**src/rtl/fp_div_pkg.sv**
```systemverilog
// Shared widths, state and class encodings, and field helpers for the
// single-precision sequential SRT divider.
package fp_div_pkg;

  localparam int unsigned FP_WIDTH   = 32;
  localparam int unsigned EXP_WIDTH  = 8;
  localparam int unsigned MANT_WIDTH = 23;
  localparam int unsigned BIAS       = 127;
  localparam int unsigned ITERS      = 25;

  // Significand with hidden bit, quotient, remainder, divisor and exponent widths.
  localparam int unsigned SIG_W  = MANT_WIDTH + 1;
  localparam int unsigned Q_W    = ITERS;
  localparam int unsigned REM_W  = SIG_W + 3;
  localparam int unsigned DV_W   = SIG_W + 1;
  localparam int unsigned EXPI_W = EXP_WIDTH + 2;
  localparam int unsigned CNT_W  = $clog2(ITERS);

  localparam int unsigned EXP_MAX = (1 << EXP_WIDTH) - 1;

  localparam logic [FP_WIDTH-1:0] QNAN =
    {1'b0, {EXP_WIDTH{1'b1}}, 1'b1, {(MANT_WIDTH-1){1'b0}}};

  typedef enum logic [2:0] {
    IDLE,
    PREP,
    ITER,
    NORM,
    DONE
  } state_e;

  typedef enum logic [1:0] {
    CLS_ZERO,
    CLS_NORM,
    CLS_INF,
    CLS_NAN
  } fp_class_e;

  typedef struct packed {
    logic                  sign;
    logic [EXP_WIDTH-1:0]  exp;
    logic [MANT_WIDTH-1:0] frac;
    fp_class_e             cls;
  } fp_unpacked_t;

  // Split a float into fields; subnormals are classed as zero (flushed).
  function automatic fp_unpacked_t fp_unpack(input logic [FP_WIDTH-1:0] x);
    fp_unpacked_t u;
    u.sign = x[FP_WIDTH-1];
    u.exp  = x[FP_WIDTH-2 -: EXP_WIDTH];
    u.frac = x[MANT_WIDTH-1:0];
    if (u.exp == '0) begin
      u.cls = CLS_ZERO;
    end else if (u.exp == '1) begin
      u.cls = (u.frac == '0) ? CLS_INF : CLS_NAN;
    end else begin
      u.cls = CLS_NORM;
    end
    return u;
  endfunction

  function automatic logic [FP_WIDTH-1:0] fp_inf(input logic sign);
    return {sign, {EXP_WIDTH{1'b1}}, {MANT_WIDTH{1'b0}}};
  endfunction

  function automatic logic [FP_WIDTH-1:0] fp_zero(input logic sign);
    return {sign, {(FP_WIDTH-1){1'b0}}};
  endfunction

endpackage

```
**src/rtl/srt_r2_step.sv**
```systemverilog
// One combinational radix-2 SRT step.
//  rem      in   REM_W  partial remainder (two's complement)
//  dv       in   DV_W   divisor, scaled so the selection thresholds are +-2^SIG_W
//  q, qm    in   Q_W    on-the-fly quotient Q and Q-1
//  rem_next out  REM_W  2*rem - digit*dv
//  q_next   out  Q_W    updated Q
//  qm_next  out  Q_W    updated Q-1
module srt_r2_step
  import fp_div_pkg::*;
(
  input  logic signed [REM_W-1:0] rem,
  input  logic        [DV_W-1:0]  dv,
  input  logic        [Q_W-1:0]   q,
  input  logic        [Q_W-1:0]   qm,
  output logic signed [REM_W-1:0] rem_next,
  output logic        [Q_W-1:0]   q_next,
  output logic        [Q_W-1:0]   qm_next
);

  logic signed [REM_W-1:0] two_r;
  logic signed [REM_W-1:0] dvx;
  logic        [2:0]       top;
  logic                    pos;
  logic                    neg;

  // Digit from the top three bits of 2r: +1 if 2r >= 1/2, -1 if 2r < -1/2, else 0.
  always_comb begin
    two_r = rem <<< 1;
    dvx   = $signed({{(REM_W-DV_W){1'b0}}, dv});
    top   = two_r[REM_W-1 -: 3];
    pos   = !top[2] && (top[1:0] != 2'b00);
    neg   = top[2] && (top[1:0] != 2'b11);

    rem_next = two_r;
    q_next   = q << 1;
    qm_next  = (qm << 1) | Q_W'(1);
    if (pos) begin
      rem_next = two_r - dvx;
      q_next   = (q << 1) | Q_W'(1);
      qm_next  = q << 1;
    end else if (neg) begin
      rem_next = two_r + dvx;
      q_next   = (qm << 1) | Q_W'(1);
      qm_next  = qm << 1;
    end
  end

endmodule

```
**src/rtl/fp_div_seq.sv**
```systemverilog
// Sequencing controller for the single-precision SRT divider.
//  clk, rst_n          clock (rising edge), async active-low reset
//  in_valid/in_ready   operand handshake; in_ready high only when idle
//  dividend, divisor   IEEE-754 operands, captured on the accept edge
//  out_valid/out_ready result handshake; result and flags held until consumed
//  result              truncated quotient (subnormal inputs/outputs flushed to zero)
//  div_zero            finite nonzero / zero
//  invalid             0/0, inf/inf or any NaN operand
// The first SRT step is folded into PREP, so ITER runs with cnt = 1..ITERS-1.
module fp_div_seq
  import fp_div_pkg::*;
(
  input  logic                clk,
  input  logic                rst_n,
  input  logic                in_valid,
  output logic                in_ready,
  input  logic [FP_WIDTH-1:0] dividend,
  input  logic [FP_WIDTH-1:0] divisor,
  output logic                out_valid,
  input  logic                out_ready,
  output logic [FP_WIDTH-1:0] result,
  output logic                div_zero,
  output logic                invalid
);

  state_e                   state, state_d;
  logic [CNT_W-1:0]         cnt, cnt_d;
  logic [FP_WIDTH-1:0]      op_a, op_a_d;
  logic [FP_WIDTH-1:0]      op_b, op_b_d;
  logic                     sign_r, sign_d;
  logic [EXPI_W-1:0]        exp_r, exp_d;
  logic signed [REM_W-1:0]  rem_r, rem_d;
  logic [DV_W-1:0]          dv_r, dv_d;
  logic [Q_W-1:0]           q_r, q_d;
  logic [Q_W-1:0]           qm_r, qm_d;
  logic [FP_WIDTH-1:0]      result_d;
  logic                     div_zero_d, invalid_d;
  logic                     out_valid_d, in_ready_d;

  fp_unpacked_t             ua, ub;
  logic signed [REM_W-1:0]  rem_in, rem_step;
  logic [DV_W-1:0]          dv_in;
  logic [Q_W-1:0]           q_in, qm_in, q_step, qm_step;

  // Step operands: fresh significands in PREP, loop registers afterwards.
  always_comb begin
    ua = fp_unpack(op_a);
    ub = fp_unpack(op_b);
    if (state == PREP) begin
      rem_in = {{(REM_W-SIG_W){1'b0}}, 1'b1, ua.frac};
      dv_in  = {1'b1, ub.frac, 1'b0};
      q_in   = '0;
      qm_in  = '1;
    end else begin
      rem_in = rem_r;
      dv_in  = dv_r;
      q_in   = q_r;
      qm_in  = qm_r;
    end
  end

  srt_r2_step u_step (
    .rem      (rem_in),
    .dv       (dv_in),
    .q        (q_in),
    .qm       (qm_in),
    .rem_next (rem_step),
    .q_next   (q_step),
    .qm_next  (qm_step)
  );

  logic                  s_c;
  logic [Q_W-1:0]        qf;
  logic [EXPI_W-1:0]     exp_n;
  logic [MANT_WIDTH-1:0] frac_n;

  // Next-state and datapath updates.
  always_comb begin
    state_d    = state;
    cnt_d      = cnt;
    op_a_d     = op_a;
    op_b_d     = op_b;
    sign_d     = sign_r;
    exp_d      = exp_r;
    rem_d      = rem_r;
    dv_d       = dv_r;
    q_d        = q_r;
    qm_d       = qm_r;
    result_d   = result;
    div_zero_d = div_zero;
    invalid_d  = invalid;
    s_c        = ua.sign ^ ub.sign;
    qf         = rem_r[REM_W-1] ? qm_r : q_r;
    exp_n      = qf[Q_W-1] ? exp_r : exp_r - EXPI_W'(1);
    frac_n     = qf[Q_W-1] ? qf[Q_W-2:1] : qf[Q_W-3:0];

    case (state)
      IDLE: begin
        if (in_valid && in_ready) begin
          op_a_d     = dividend;
          op_b_d     = divisor;
          div_zero_d = 1'b0;
          invalid_d  = 1'b0;
          cnt_d      = '0;
          state_d    = PREP;
        end
      end
      PREP: begin
        sign_d = s_c;
        exp_d  = {2'b00, ua.exp} - {2'b00, ub.exp} + EXPI_W'(BIAS);
        if (ua.cls == CLS_NAN || ub.cls == CLS_NAN ||
            (ua.cls == CLS_ZERO && ub.cls == CLS_ZERO) ||
            (ua.cls == CLS_INF && ub.cls == CLS_INF)) begin
          result_d  = QNAN;
          invalid_d = 1'b1;
          state_d   = DONE;
        end else if (ub.cls == CLS_ZERO) begin
          result_d   = fp_inf(s_c);
          div_zero_d = (ua.cls == CLS_NORM);
          state_d    = DONE;
        end else if (ua.cls == CLS_INF) begin
          result_d = fp_inf(s_c);
          state_d  = DONE;
        end else if (ua.cls == CLS_ZERO || ub.cls == CLS_INF) begin
          result_d = fp_zero(s_c);
          state_d  = DONE;
        end else begin
          rem_d   = rem_step;
          dv_d    = dv_in;
          q_d     = q_step;
          qm_d    = qm_step;
          cnt_d   = CNT_W'(1);
          state_d = ITER;
        end
      end
      ITER: begin
        rem_d = rem_step;
        q_d   = q_step;
        qm_d  = qm_step;
        if (cnt == CNT_W'(ITERS-1)) begin
          cnt_d   = '0;
          state_d = NORM;
        end else begin
          cnt_d = cnt + CNT_W'(1);
        end
      end
      NORM: begin
        // Negative final remainder selects Q-1; then normalize, truncate, range-check.
        if (exp_n[EXPI_W-1] || exp_n == '0) begin
          result_d = fp_zero(sign_r);
        end else if (exp_n >= EXPI_W'(EXP_MAX)) begin
          result_d = fp_inf(sign_r);
        end else begin
          result_d = {sign_r, exp_n[EXP_WIDTH-1:0], frac_n};
        end
        state_d = DONE;
      end
      DONE: begin
        if (out_ready) begin
          state_d = IDLE;
        end
      end
      default: state_d = IDLE;
    endcase

    out_valid_d = (state_d == DONE);
    in_ready_d  = (state_d == IDLE);
  end

  // State and datapath registers.
  always_ff @(posedge clk or negedge rst_n) begin
    if (!rst_n) begin
      state     <= IDLE;
      cnt       <= '0;
      op_a      <= '0;
      op_b      <= '0;
      sign_r    <= 1'b0;
      exp_r     <= '0;
      rem_r     <= '0;
      dv_r      <= '0;
      q_r       <= '0;
      qm_r      <= '0;
      result    <= '0;
      div_zero  <= 1'b0;
      invalid   <= 1'b0;
      out_valid <= 1'b0;
      in_ready  <= 1'b1;
    end else begin
      state     <= state_d;
      cnt       <= cnt_d;
      op_a      <= op_a_d;
      op_b      <= op_b_d;
      sign_r    <= sign_d;
      exp_r     <= exp_d;
      rem_r     <= rem_d;
      dv_r      <= dv_d;
      q_r       <= q_d;
      qm_r      <= qm_d;
      result    <= result_d;
      div_zero  <= div_zero_d;
      invalid   <= invalid_d;
      out_valid <= out_valid_d;
      in_ready  <= in_ready_d;
    end
  end

endmodule

```
**config.mk**
```make
export PLATFORM = sky130hd
export DESIGN_NAME = fp_div_seq
export DESIGN_NICKNAME = d
export VERILOG_FILES = /design/src/rtl/fp_div_pkg.sv /design/src/rtl/srt_r2_step.sv /design/src/rtl/fp_div_seq.sv
export SDC_FILE = /design/constraint.sdc
export NUM_CORES = 1
export LEC_CHECK = 0
export ABC_AREA = 0
export CORE_ASPECT_RATIO = 1.25
export CORE_UTILIZATION = 55
export CTS_CLUSTER_SIZE = 24
export DETAILED_ROUTE_END_ITERATION = 10
export PLACE_DENSITY = 0.76
export SYNTH_ARGS = -nofsm -noshare
export SYNTH_HDL_FRONTEND = slang
export SYNTH_SLANG_ARGS = --single-unit
```
**constraint.sdc**
```tcl
create_clock -name clk -period 5.62 [get_ports clk]
set_clock_uncertainty 0.05 [all_clocks]
set_input_delay 0.562 -clock clk [delete_from_list [all_inputs] [get_ports clk]]
set_output_delay 0.562 -clock clk [all_outputs]
set_load 0.1 [all_outputs]
```
==> reports/metrics.cfg <==
[outcome]
status = finished clean

[die]
die_w_um = 146
io_pins = 104
core-area_um2 = 25300
dieArea_um2 = 26400
fp.dieH_um = 181
num_rows = 65
start_util_pct = 56.0

[global_routing]
gr-total-overflow = 0
busiest_layer = met2
grtUsageMet2_pct = 49.9
grt_pass1_vias = 12300
grt_use_met3_pct = 3.22
antenna_found_initial = 0
grt_util_met1_pct = 34.2
grt_pass1_wl_um = 61500
grt_use_total_pct = 28.4
grt_max_degree = 163

[timing]
finalSetupViolations = 0
fin_crit_ns = 4.40
rsz0062_at_grt = no
maxSlewHeadroom_pct = 20.7
worstMarginPinSlew_ns = 1.19
fin_crit_sh_pct = 78.3
setup_tns_ns = 0
final_hold_viol_count = 0
drv_slew = 0
max_clock_freq_ghz = 0.227

[place]
place.gp.congestion = 0.953
dpl.hpwl_um = 25800
io_buffers = 103
placed_cells = 1947

[run]
maxCapViolCount = 0

[cts]
cts-root-buf = clkbuf_16
clkSinkCount = 221
cts_tree = built
post_cts_resized = 0
path_clk_slew_ns = 0.07
htree_levels = 1
clk_path_buf_depth = 3
numCtsBuffers = 24
worst_skew_pair.late_latency_ns = 0.54

[critical_path]
cp-startpoint = state[1]
endpoint_kind = flop
timing.rr.start = state[1]
startpoint_type = flop
arrival_ns = 4.73
crit_required_ns = 5.95
critical_path_class = reg2reg
cp_max_fo = 48

[drt]
vias = 12400
dr.pass1.iters = 5
drt_iter0_drc = 954
drc_errors = 0
final_antenna_net_count = 0
wl_per_cell_um = 18.6
avgViaCountPerCell = 6.22
routed_wl_um = 36900

[logic_synthesis]
synth_area_um2 = 14200
synth_edf_count = 0
post-synth-top-count-cell = nand2_1
synth_commonest_cells = nand2_1, dfrtp_1, a21oi_1
synthDistinctLibCells = 79
yosysTopAreaCell = dfrtp_1
ys_ff_latch = 221
ys.flop_type = dfrtp_1
asyncSetResetFlopFracSynth_pct = 100
yosys.area.top_type_share_pct = 38.8
synth_area_leaders = dfrtp_1, mux2_2, nand2_1, ha_1, a21oi_1
syn_nets = 1736
synth_area_per_cell_um2 = 8.83
syn_inst = 1605
yosysSeqAreaShare_pct = 39.0
ys.warnings.count = 0

[layout]
stdcell_count = 1989
ff_latch_area_um2 = 5530
drive_gt1_share_pct = 9.61
final_util_pct = 63.9
fillers = 2095
area_growth_syn_to_layout_pct = 14.0
diodes = 0
multi_input_area_um2 = 7960
nets = 1770

[min_path]
hold_path_class = reg2reg
min-delay-start = dv_r[24]

repair_timing:
item | CTS | global route
buffers inserted | 0 | 0
hold endpoints to repair | 59 | 0
hold buffers | 1 | 0
per-stage QoR:
stage,setup slack [ns],cell area [µm²],hold slack (ns)
3_3_place_gp,1.42,15400,0.394
5_1_grt,0.827,16200,0.449
3_5_place_dp,1.32,15400,0.394
4_1_cts,1.26,16200,0.413
6_report,1.22,16200,0.418
2_1_floorplan,1.45,14200,0.216
cells in the final DEF (no fill, tap or decap), drive strengths merged, types with 33 or more instances in the layout:
cell type | Yosys | routed
nand3 | 44 | 44
nand2 | 221 | 221
clkbuf | 74 | 33
o21ai | 76 | 76
ha | 60 | 60
nor3 | 52 | 52
nor2 | 101 | 101
a31oi | 39 | 39
mux2i | 42 | 42
mux2 | 83 | 83
a21oi | 106 | 106
dfrtp | 220 | 220
o31ai | 34 | 34
clkdlybuf4s50 | 0 | 102
nor2b | 41 | 41
inv | 71 | 72
per-layer routing:
layer	vias to the layer above	part of all wire, %
li1	5851	-
met1	5985	40
met2	416	50
met3	122	5.0
met4	0	5.4
met5	-	0
critical path: stages, from the launching register on:
cell,delay (ns)
dfrtp_1,0.62
or3b_4,0.74
mux2i_1,0.23
ha_1,0.64
nand4_1,0.23
a211oi_2,0.31
nand3_4,0.14
a311oi_4,0.44
a21oi_2,0.13
o311a_1,0.34
a211oi_1,0.26
o31ai_2,0.09
worst paths after layout:
check / end / slack (ns) / depth (start not counted)
setup / recovery: rem_r[25] / 1.22 / 11
hold / removal: dv_r[24] / 0.42 / 1
setup reg to reg: rem_r[25] / 1.22 / 11
hold reg to reg: dv_r[24] / 0.42 / 1
max in group asynchronous: rem_r[7] / 3.76 / 3
min in group asynchronous: result[7] / 0.50 / 2
state kept, by name (all words and copies together), names as in the netlist:
name,cells
op_b,32
div_zero,1
state,3
exp_r,10
q_r,25
sign_r,1
qm_r,25
out_valid,1
rem_r,27
result,32
op_a,32
dv_r,25
cnt,5
in_ready,1
invalid,1
cells by family after synthesis:
family | Yosys count | share of synthesized area, %
and+or+nand+nor | 549 | 18.1
AOI/OAI and AO/OA | 430 | 20.4
DFF | 221 | 39.0
buffers and inverters | 184 | 5.14
muxes | 125 | 9.56
adders and majority gates | 63 | 5.72
xor gates and xnor gates | 33 | 2.04
final cells by class:
cell class	count	share of cell area, %
inverters	71	1.65
multi-input cells	1200	49.2
repair buffers	121	7.34
clock inverters	8	0.859
well taps	335	2.59
clock buffers	33	4.11
flip-flops and latches	221	34.2
Power is left out: the tool's default activity adds up to more than one toggle a clock period on the data nets, which glitch-free logic cannot reach.
